File: src/rtl/shot_scheduler_if.sv
// Renderer-facing read port of the shot pool: the renderer drives a slot
// index and gets that slot's registered state back one cycle later.
interface shot_scheduler_if #(
    parameter int IDXW = 3
);
    logic [IDXW-1:0] rd_idx;
    logic            rd_valid;
    logic [9:0]      rd_x;
    logic [9:0]      rd_y;

    modport master (output rd_idx, input rd_valid, rd_x, rd_y);
    modport slave  (input rd_idx, output rd_valid, rd_x, rd_y);
endinterface

File: src/rtl/shot_scheduler.sv
// Player shot pool: on each movement tick, walks every slot to move or retire
// live shots, then optionally spawns one new shot at the player position.
module shot_scheduler #(
    parameter int NSHOT    = 8,
    parameter int SPEED    = 4,
    parameter int COOLDOWN = 6,
    parameter int IDXW     = 3
) (
    input  logic             clk,
    input  logic             rst,
    input  logic             tick,
    input  logic             shoot,
    input  logic             gameover,
    input  logic [9:0]       reimux,
    input  logic [9:0]       reimuy,
    shot_scheduler_if.slave  rd,
    output logic [IDXW:0]    active_cnt,
    output logic             busy,
    output logic             spawned,
    output logic             pool_full,
    output logic             tick_miss
);
    localparam int         CDW     = $clog2(COOLDOWN + 1);
    localparam logic [9:0] SPEED_V = 10'(SPEED);

    typedef enum logic [1:0] {
        IDLE,
        UPDATE,
        SPAWN
    } state_t;

    state_t             state, state_nx;
    logic [IDXW-1:0]    ptr;
    logic               pending;
    logic [CDW-1:0]     cooldown;

    logic               slot_valid [NSHOT];
    logic [9:0]         slot_x     [NSHOT];
    logic [9:0]         slot_y     [NSHOT];

    logic               free_found;
    logic [IDXW-1:0]    free_idx;
    logic               spawn_req;
    logic [IDXW:0]      live_cnt;

    // Free-slot search runs downward so the lowest free index is the one kept.
    always_comb begin
        free_found = 1'b0;
        free_idx   = '0;
        live_cnt   = '0;
        for (int i = NSHOT - 1; i >= 0; i--) begin
            if (!slot_valid[i]) begin
                free_found = 1'b1;
                free_idx   = IDXW'(i);
            end
            live_cnt = live_cnt + {{IDXW{1'b0}}, slot_valid[i]};
        end
    end

    always_comb begin
        state_nx  = state;
        busy      = (state != IDLE);
        spawn_req = (state == SPAWN) && (cooldown == '0) && shoot && !gameover
                    && (reimuy >= SPEED_V);
        spawned   = spawn_req && free_found;
        pool_full = spawn_req && !free_found;
        tick_miss = tick && busy && pending;
        case (state)
            IDLE:    if (tick || pending) state_nx = UPDATE;
            UPDATE:  if (ptr == IDXW'(NSHOT - 1)) state_nx = SPAWN;
            SPAWN:   state_nx = (tick || pending) ? UPDATE : IDLE;
            default: state_nx = IDLE;
        endcase
    end

    // A tick arriving during SPAWN chains straight into the next UPDATE, so it
    // never needs to be parked in pending.
    always_ff @(posedge clk or posedge rst) begin
        if (rst) begin
            state    <= IDLE;
            ptr      <= '0;
            pending  <= 1'b0;
            cooldown <= '0;
        end else begin
            state <= state_nx;
            case (state)
                IDLE: begin
                    ptr     <= '0;
                    pending <= 1'b0;
                end
                UPDATE: begin
                    ptr <= ptr + IDXW'(1);
                    if (tick && !pending) pending <= 1'b1;
                end
                SPAWN: begin
                    ptr     <= '0;
                    pending <= 1'b0;
                    if (cooldown != '0) cooldown <= cooldown - CDW'(1);
                    else if (spawned)   cooldown <= CDW'(COOLDOWN);
                end
                default: ptr <= '0;
            endcase
        end
    end

    always_ff @(posedge clk or posedge rst) begin
        if (rst) begin
            for (int i = 0; i < NSHOT; i++) begin
                slot_valid[i] <= 1'b0;
                slot_x[i]     <= '0;
                slot_y[i]     <= '0;
            end
        end else begin
            if (state == UPDATE) begin
                if (gameover)
                    slot_valid[ptr] <= 1'b0;
                else if (slot_valid[ptr] && slot_y[ptr] < SPEED_V)
                    slot_valid[ptr] <= 1'b0;
                else if (slot_valid[ptr])
                    slot_y[ptr] <= slot_y[ptr] - SPEED_V;
            end
            if (spawned) begin
                slot_valid[free_idx] <= 1'b1;
                slot_x[free_idx]     <= reimux;
                slot_y[free_idx]     <= reimuy;
            end
        end
    end

    // Read port and live count sample the pre-edge slot state.
    always_ff @(posedge clk or posedge rst) begin
        if (rst) begin
            rd.rd_valid <= 1'b0;
            rd.rd_x     <= '0;
            rd.rd_y     <= '0;
            active_cnt  <= '0;
        end else begin
            rd.rd_valid <= slot_valid[rd.rd_idx];
            rd.rd_x     <= slot_x[rd.rd_idx];
            rd.rd_y     <= slot_y[rd.rd_idx];
            active_cnt  <= live_cnt;
        end
    end
endmodule
File: src/flat_wrapper.sv
// flat-port wrapper written by rule: the top's interface ports become plain ports
module shot_scheduler_flat 
#(
    parameter int NSHOT    = 8,
    parameter int SPEED    = 4,
    parameter int COOLDOWN = 6,
    parameter int IDXW     = 3
)
  (clk, rst, tick, shoot, gameover, reimux, reimuy, active_cnt, busy, spawned, pool_full, tick_miss, rd_rd_idx, rd_rd_valid, rd_rd_x, rd_rd_y);
  shot_scheduler_if #(.IDXW(IDXW)) rd_i ();
  input  logic clk;
  input  logic rst;
  input  logic tick;
  input  logic shoot;
  input  logic gameover;
  input  logic [9:0] reimux;
  input  logic [9:0] reimuy;
  output logic [IDXW:0] active_cnt;
  output logic busy;
  output logic spawned;
  output logic pool_full;
  output logic tick_miss;
  input wire logic [$bits(rd_i.rd_idx)-1:0] rd_rd_idx;
  output wire logic [$bits(rd_i.rd_valid)-1:0] rd_rd_valid;
  output wire logic [$bits(rd_i.rd_x)-1:0] rd_rd_x;
  output wire logic [$bits(rd_i.rd_y)-1:0] rd_rd_y;
  assign rd_i.rd_idx = rd_rd_idx;
  assign rd_rd_valid = rd_i.rd_valid;
  assign rd_rd_x = rd_i.rd_x;
  assign rd_rd_y = rd_i.rd_y;
  shot_scheduler #(.NSHOT(NSHOT), .SPEED(SPEED), .COOLDOWN(COOLDOWN), .IDXW(IDXW)) u_core (.clk(clk), .rst(rst), .tick(tick), .shoot(shoot), .gameover(gameover), .reimux(reimux), .reimuy(reimuy), .rd(rd_i), .active_cnt(active_cnt), .busy(busy), .spawned(spawned), .pool_full(pool_full), .tick_miss(tick_miss));
endmodule
File: config.mk
export PLATFORM = sky130hd
export DESIGN_NAME = shot_scheduler_flat
export DESIGN_NICKNAME = d
export VERILOG_FILES = /design/src/rtl/shot_scheduler_if.sv /design/src/rtl/shot_scheduler.sv /design/src/flat_wrapper.sv
export SDC_FILE = /design/constraint.sdc
export NUM_CORES = 1
export LEC_CHECK = 0
export CORE_UTILIZATION = 30
export DETAILED_ROUTE_END_ITERATION = 10
export PLACE_DENSITY = 0.58
export REMOVE_ABC_BUFFERS = 1
export SLEW_MARGIN = 5
export SYNTH_ARGS = -nofsm -noshare
export SYNTH_HDL_FRONTEND = slang
export SYNTH_SLANG_ARGS = --single-unit
File: constraint.sdc
create_clock -name clk -period 7.2 [get_ports clk]
set_clock_uncertainty 0.15 [all_clocks]
set_input_delay 1.08 -clock clk [delete_from_list [all_inputs] [get_ports clk]]
set_output_delay 1.08 -clock clk [all_outputs]
set_load 0.01 [all_outputs]
==> metrics.yaml <==
clocking:
  worst_skew_pair.late_latency_ps: 530
  htree_levels: 1
  clockBufferDepth: 3
  clock_sinks: 202
  clkTransAtPathRegs_ps: 60
  cts.root.buffer_cell: "clkbuf_16"
  numCtsBuffers: 23
  post-cts-setup-buffer-count: 0
  cts_tree: "yes"
  cts-resized-gates: 0
  cts.hold.buffers_added: 0
logic_synthesis:
  synth.distinct_cells: 69
  syn-cell-area_um2: 10700
  async_flop_share_pct: 100
  synth_enable_flop_cells: 0
  ys_seq_area_share_pct: 47.1
  synthFlopType: "dfrtp_1"
  ys_warn_count: 0
  post_synth_inst_count: 1037
  ys_ff_latch: 202
  syn_avg_cell_area_um2: 10.3
hold_path:
  hold_path_class: "reg2reg"
  holdPathStages: 2
route:
  drt_first_pass_iters: 4
  drcViolationCount: 0
  drtIter0Drc: 681
  vias: 7989
  wirelength_um: 30300
  avgRoutedWirePerCell_um: 19.9
  vias_per_cell: 5.24
  ant_nets: 0
layout:
  area_growth_pct: 15.5
  fillers: 3459
  mostFrequentLayoutCells: "nand2_1 (334), dfrtp_1 (202), mux4_2 (54), clkdlybuf4s50_1 (54), mux2_2 (35)"
  drive_gt1_share_pct: 16.3
  diodes: 0
  mostFrequentLayoutCell: "nand2_1"
  final_core_util_pct: 35.5
  fin_nets: 1097
place:
  dp_hpwl_um: 18900
  port_buffers: 56
  gp_congestion: 0.843
die:
  start_util_pct: 30.7
  num_rows: 68
  dieArea_um2: 36500
  dieHeight_um: 191
  pin_count: 57
  core_area_um2: 34900
  die_w_um: 191
power_and_ir_drop:
  p_leak_nw: 5.73
  p_clk_share_pct: 41.7
  switching_power_mw: 0.779
  seqPwrFrac_pct: 43.0
  p_int_mw: 1.96
  cellPowerDensity_nw_per_um2: 222
  switching_share_pct: 28.4
  ir_worst_vdd_v: 0.000141
  comb_power_share_pct: 15.3
setup_path:
  arrival_ps: 3660
  cp_max_fo: 8
  crit_path_end_kind: "primary output"
  r2r_slack_ps: 2940
  cp_slowest_cell: "nor4_1"
  slowest_delay_ps: 830
  start_kind: "primary input"
  critPathMostFrequentCell: "clkdlybuf4s50_1"
  crit_chain: "clkdlybuf4s50_1, nor4_1, a211oi_1, o21ai_0, inv_1, clkdlybuf4s50_1"
  rr_worst_depth: 9
  path_class: "in2out"
  required_ps: 5970
sta:
  period_minus_slack_ps: 4890
  slew_violations: 0
  fmax_mhz: 204
  relSlewSlack_pct: 23.8
  setup_viol: 0
  finalCritPeriodShare_pct: 67.9
  worst_pin_slew_ps: 1130
  rsz0062_at_grt: "false"
  tns_ps: 0
  hold_violations: 0
grt:
  antenna_found_initial: 0
  grt_start_max_net_pins: 151
  grt_pass1_vias: 8125
  grt_overflow: 0
  grt.total_usage_pct: 17.2
  grt_pass1_wl_um: 48800
job:
  cap_violations: 0
run_status:
  status: "finished clean"
## critical path: cells and delay by family
kind                   cells  cell delay [ps]
buffers and inverters      3             1200
AND/OR/NAND/NOR            1              830
AO/OA/AOI/OAI              2              540
## power groups by stage
stage | logic, mW | registers (mW) | clock network, mW
after detailed placement | 0.416 | 1.20 | 0
final | 0.419 | 1.18 | 1.14
after global placement | 0.414 | 1.20 | 0
after CTS | 0.418 | 1.18 | 1.17
after global routing | 0.454 | 1.18 | 1.22
after floorplan | 0.219 | 1.24 | 0
## final cells by class
class / count / area [um^2] / share of cell area [%]
Inverter: 27 / 109 / 0.879
Clock inverter: 11 / 97.6 / 0.788
Multi-Input combinational cell: 727 / 5230 / 42.3
Timing Repair Buffer: 75 / 693 / 5.60
Tap cell: 455 / 569 / 4.60
Sequential cell: 202 / 5050 / 40.8
Clock buffer: 29 / 628 / 5.07
## sequential cells by signal (all words and copies together) (netlist names)
| signal | flops |
|---|---|
| u_core.slot_x | 80 |
| u_core.slot_y | 80 |
| u_core.rd.rd_x | 10 |
| u_core.rd.rd_y | 10 |
| u_core.slot_valid | 8 |
| u_core.active_cnt | 4 |
| u_core.cooldown | 3 |
| u_core.ptr | 3 |
| u_core.state | 2 |
| u_core.pending | 1 |
| u_core.rd.rd_valid | 1 |
## stage by stage
stage / power (mW) / setup WS, ps / area (um^2) / std cells / hold WS (ps)
finish: 2.74 / 2310 / 12400 / 1526 / 313
CTS: 2.77 / 2360 / 12400 / 1526 / 314
global placement: 1.61 / 2380 / 11700 / 1486 / 294
floorplan: 1.46 / 459 / 10300 / 956 / 283
detailed placement: 1.62 / 2370 / 11700 / 1486 / 300
global route: 2.86 / 2270 / 12400 / 1526 / 337
## layer usage
metal	global-route usage [%]	vias to the layer above	share of wire, %
li1	-	3677	-
met1	24.2	3990	45
met2	27.2	272	46
met3	2.72	50	7.2
met4	4.85	0	2.2
met5	0	-	0
## cells in the mapped netlist, types with 9 or more instances
master / count / area share (%)
inv_1: 26 / 0.91
mux2i_1: 27 / 2.5
nor2_1: 19 / 0.66
mux2_2: 35 / 3.7
buf_2: 15 / 0.70
nand3_1: 25 / 1.2
mux4_2: 54 / 11
nor2b_1: 9 / 0.52
o21ai_0: 28 / 1.3
a31oi_1: 9 / 0.52
a21oi_1: 10 / 0.47
o21ai_1: 18 / 0.84
o211ai_1: 28 / 2.0
nand2_1: 334 / 12
clkbuf_1: 50 / 1.7
dfrtp_1: 202 / 47
ha_1: 9 / 1.0
## path summary, 6_finish.rpt
check / to / from
max: spawned / reimuy[7]
min: u_core.slot_x[8]$_DFFE_PP0P_ / u_core.slot_x[8]$_DFFE_PP0P_
max reg2reg: u_core.slot_y[44]$_DFF_PP0_ / u_core.ptr[2]$_DFF_PP0_
min reg2reg: u_core.slot_x[8]$_DFFE_PP0P_ / u_core.slot_x[8]$_DFFE_PP0P_
max in group asynchronous: u_core.slot_x[48]$_DFFE_PP0P_ / rst
min in group asynchronous: u_core.rd.rd_x[1]$_DFF_PP0_ / rst
## logic make-up after synthesis
kind of cell | after synthesis | synth area share (%)
AND/OR/NAND/NOR | 437 | 17.5
flip-flops | 202 | 47.1
AO/OA/AOI/OAI | 153 | 10.3
multiplexers | 121 | 18.6
buffers and inverters | 108 | 4.47
adder cells (fa/ha/maj) | 13 | 1.80
XOR/XNOR | 3 | 0.245
Power figures use the tool's default switching activity.
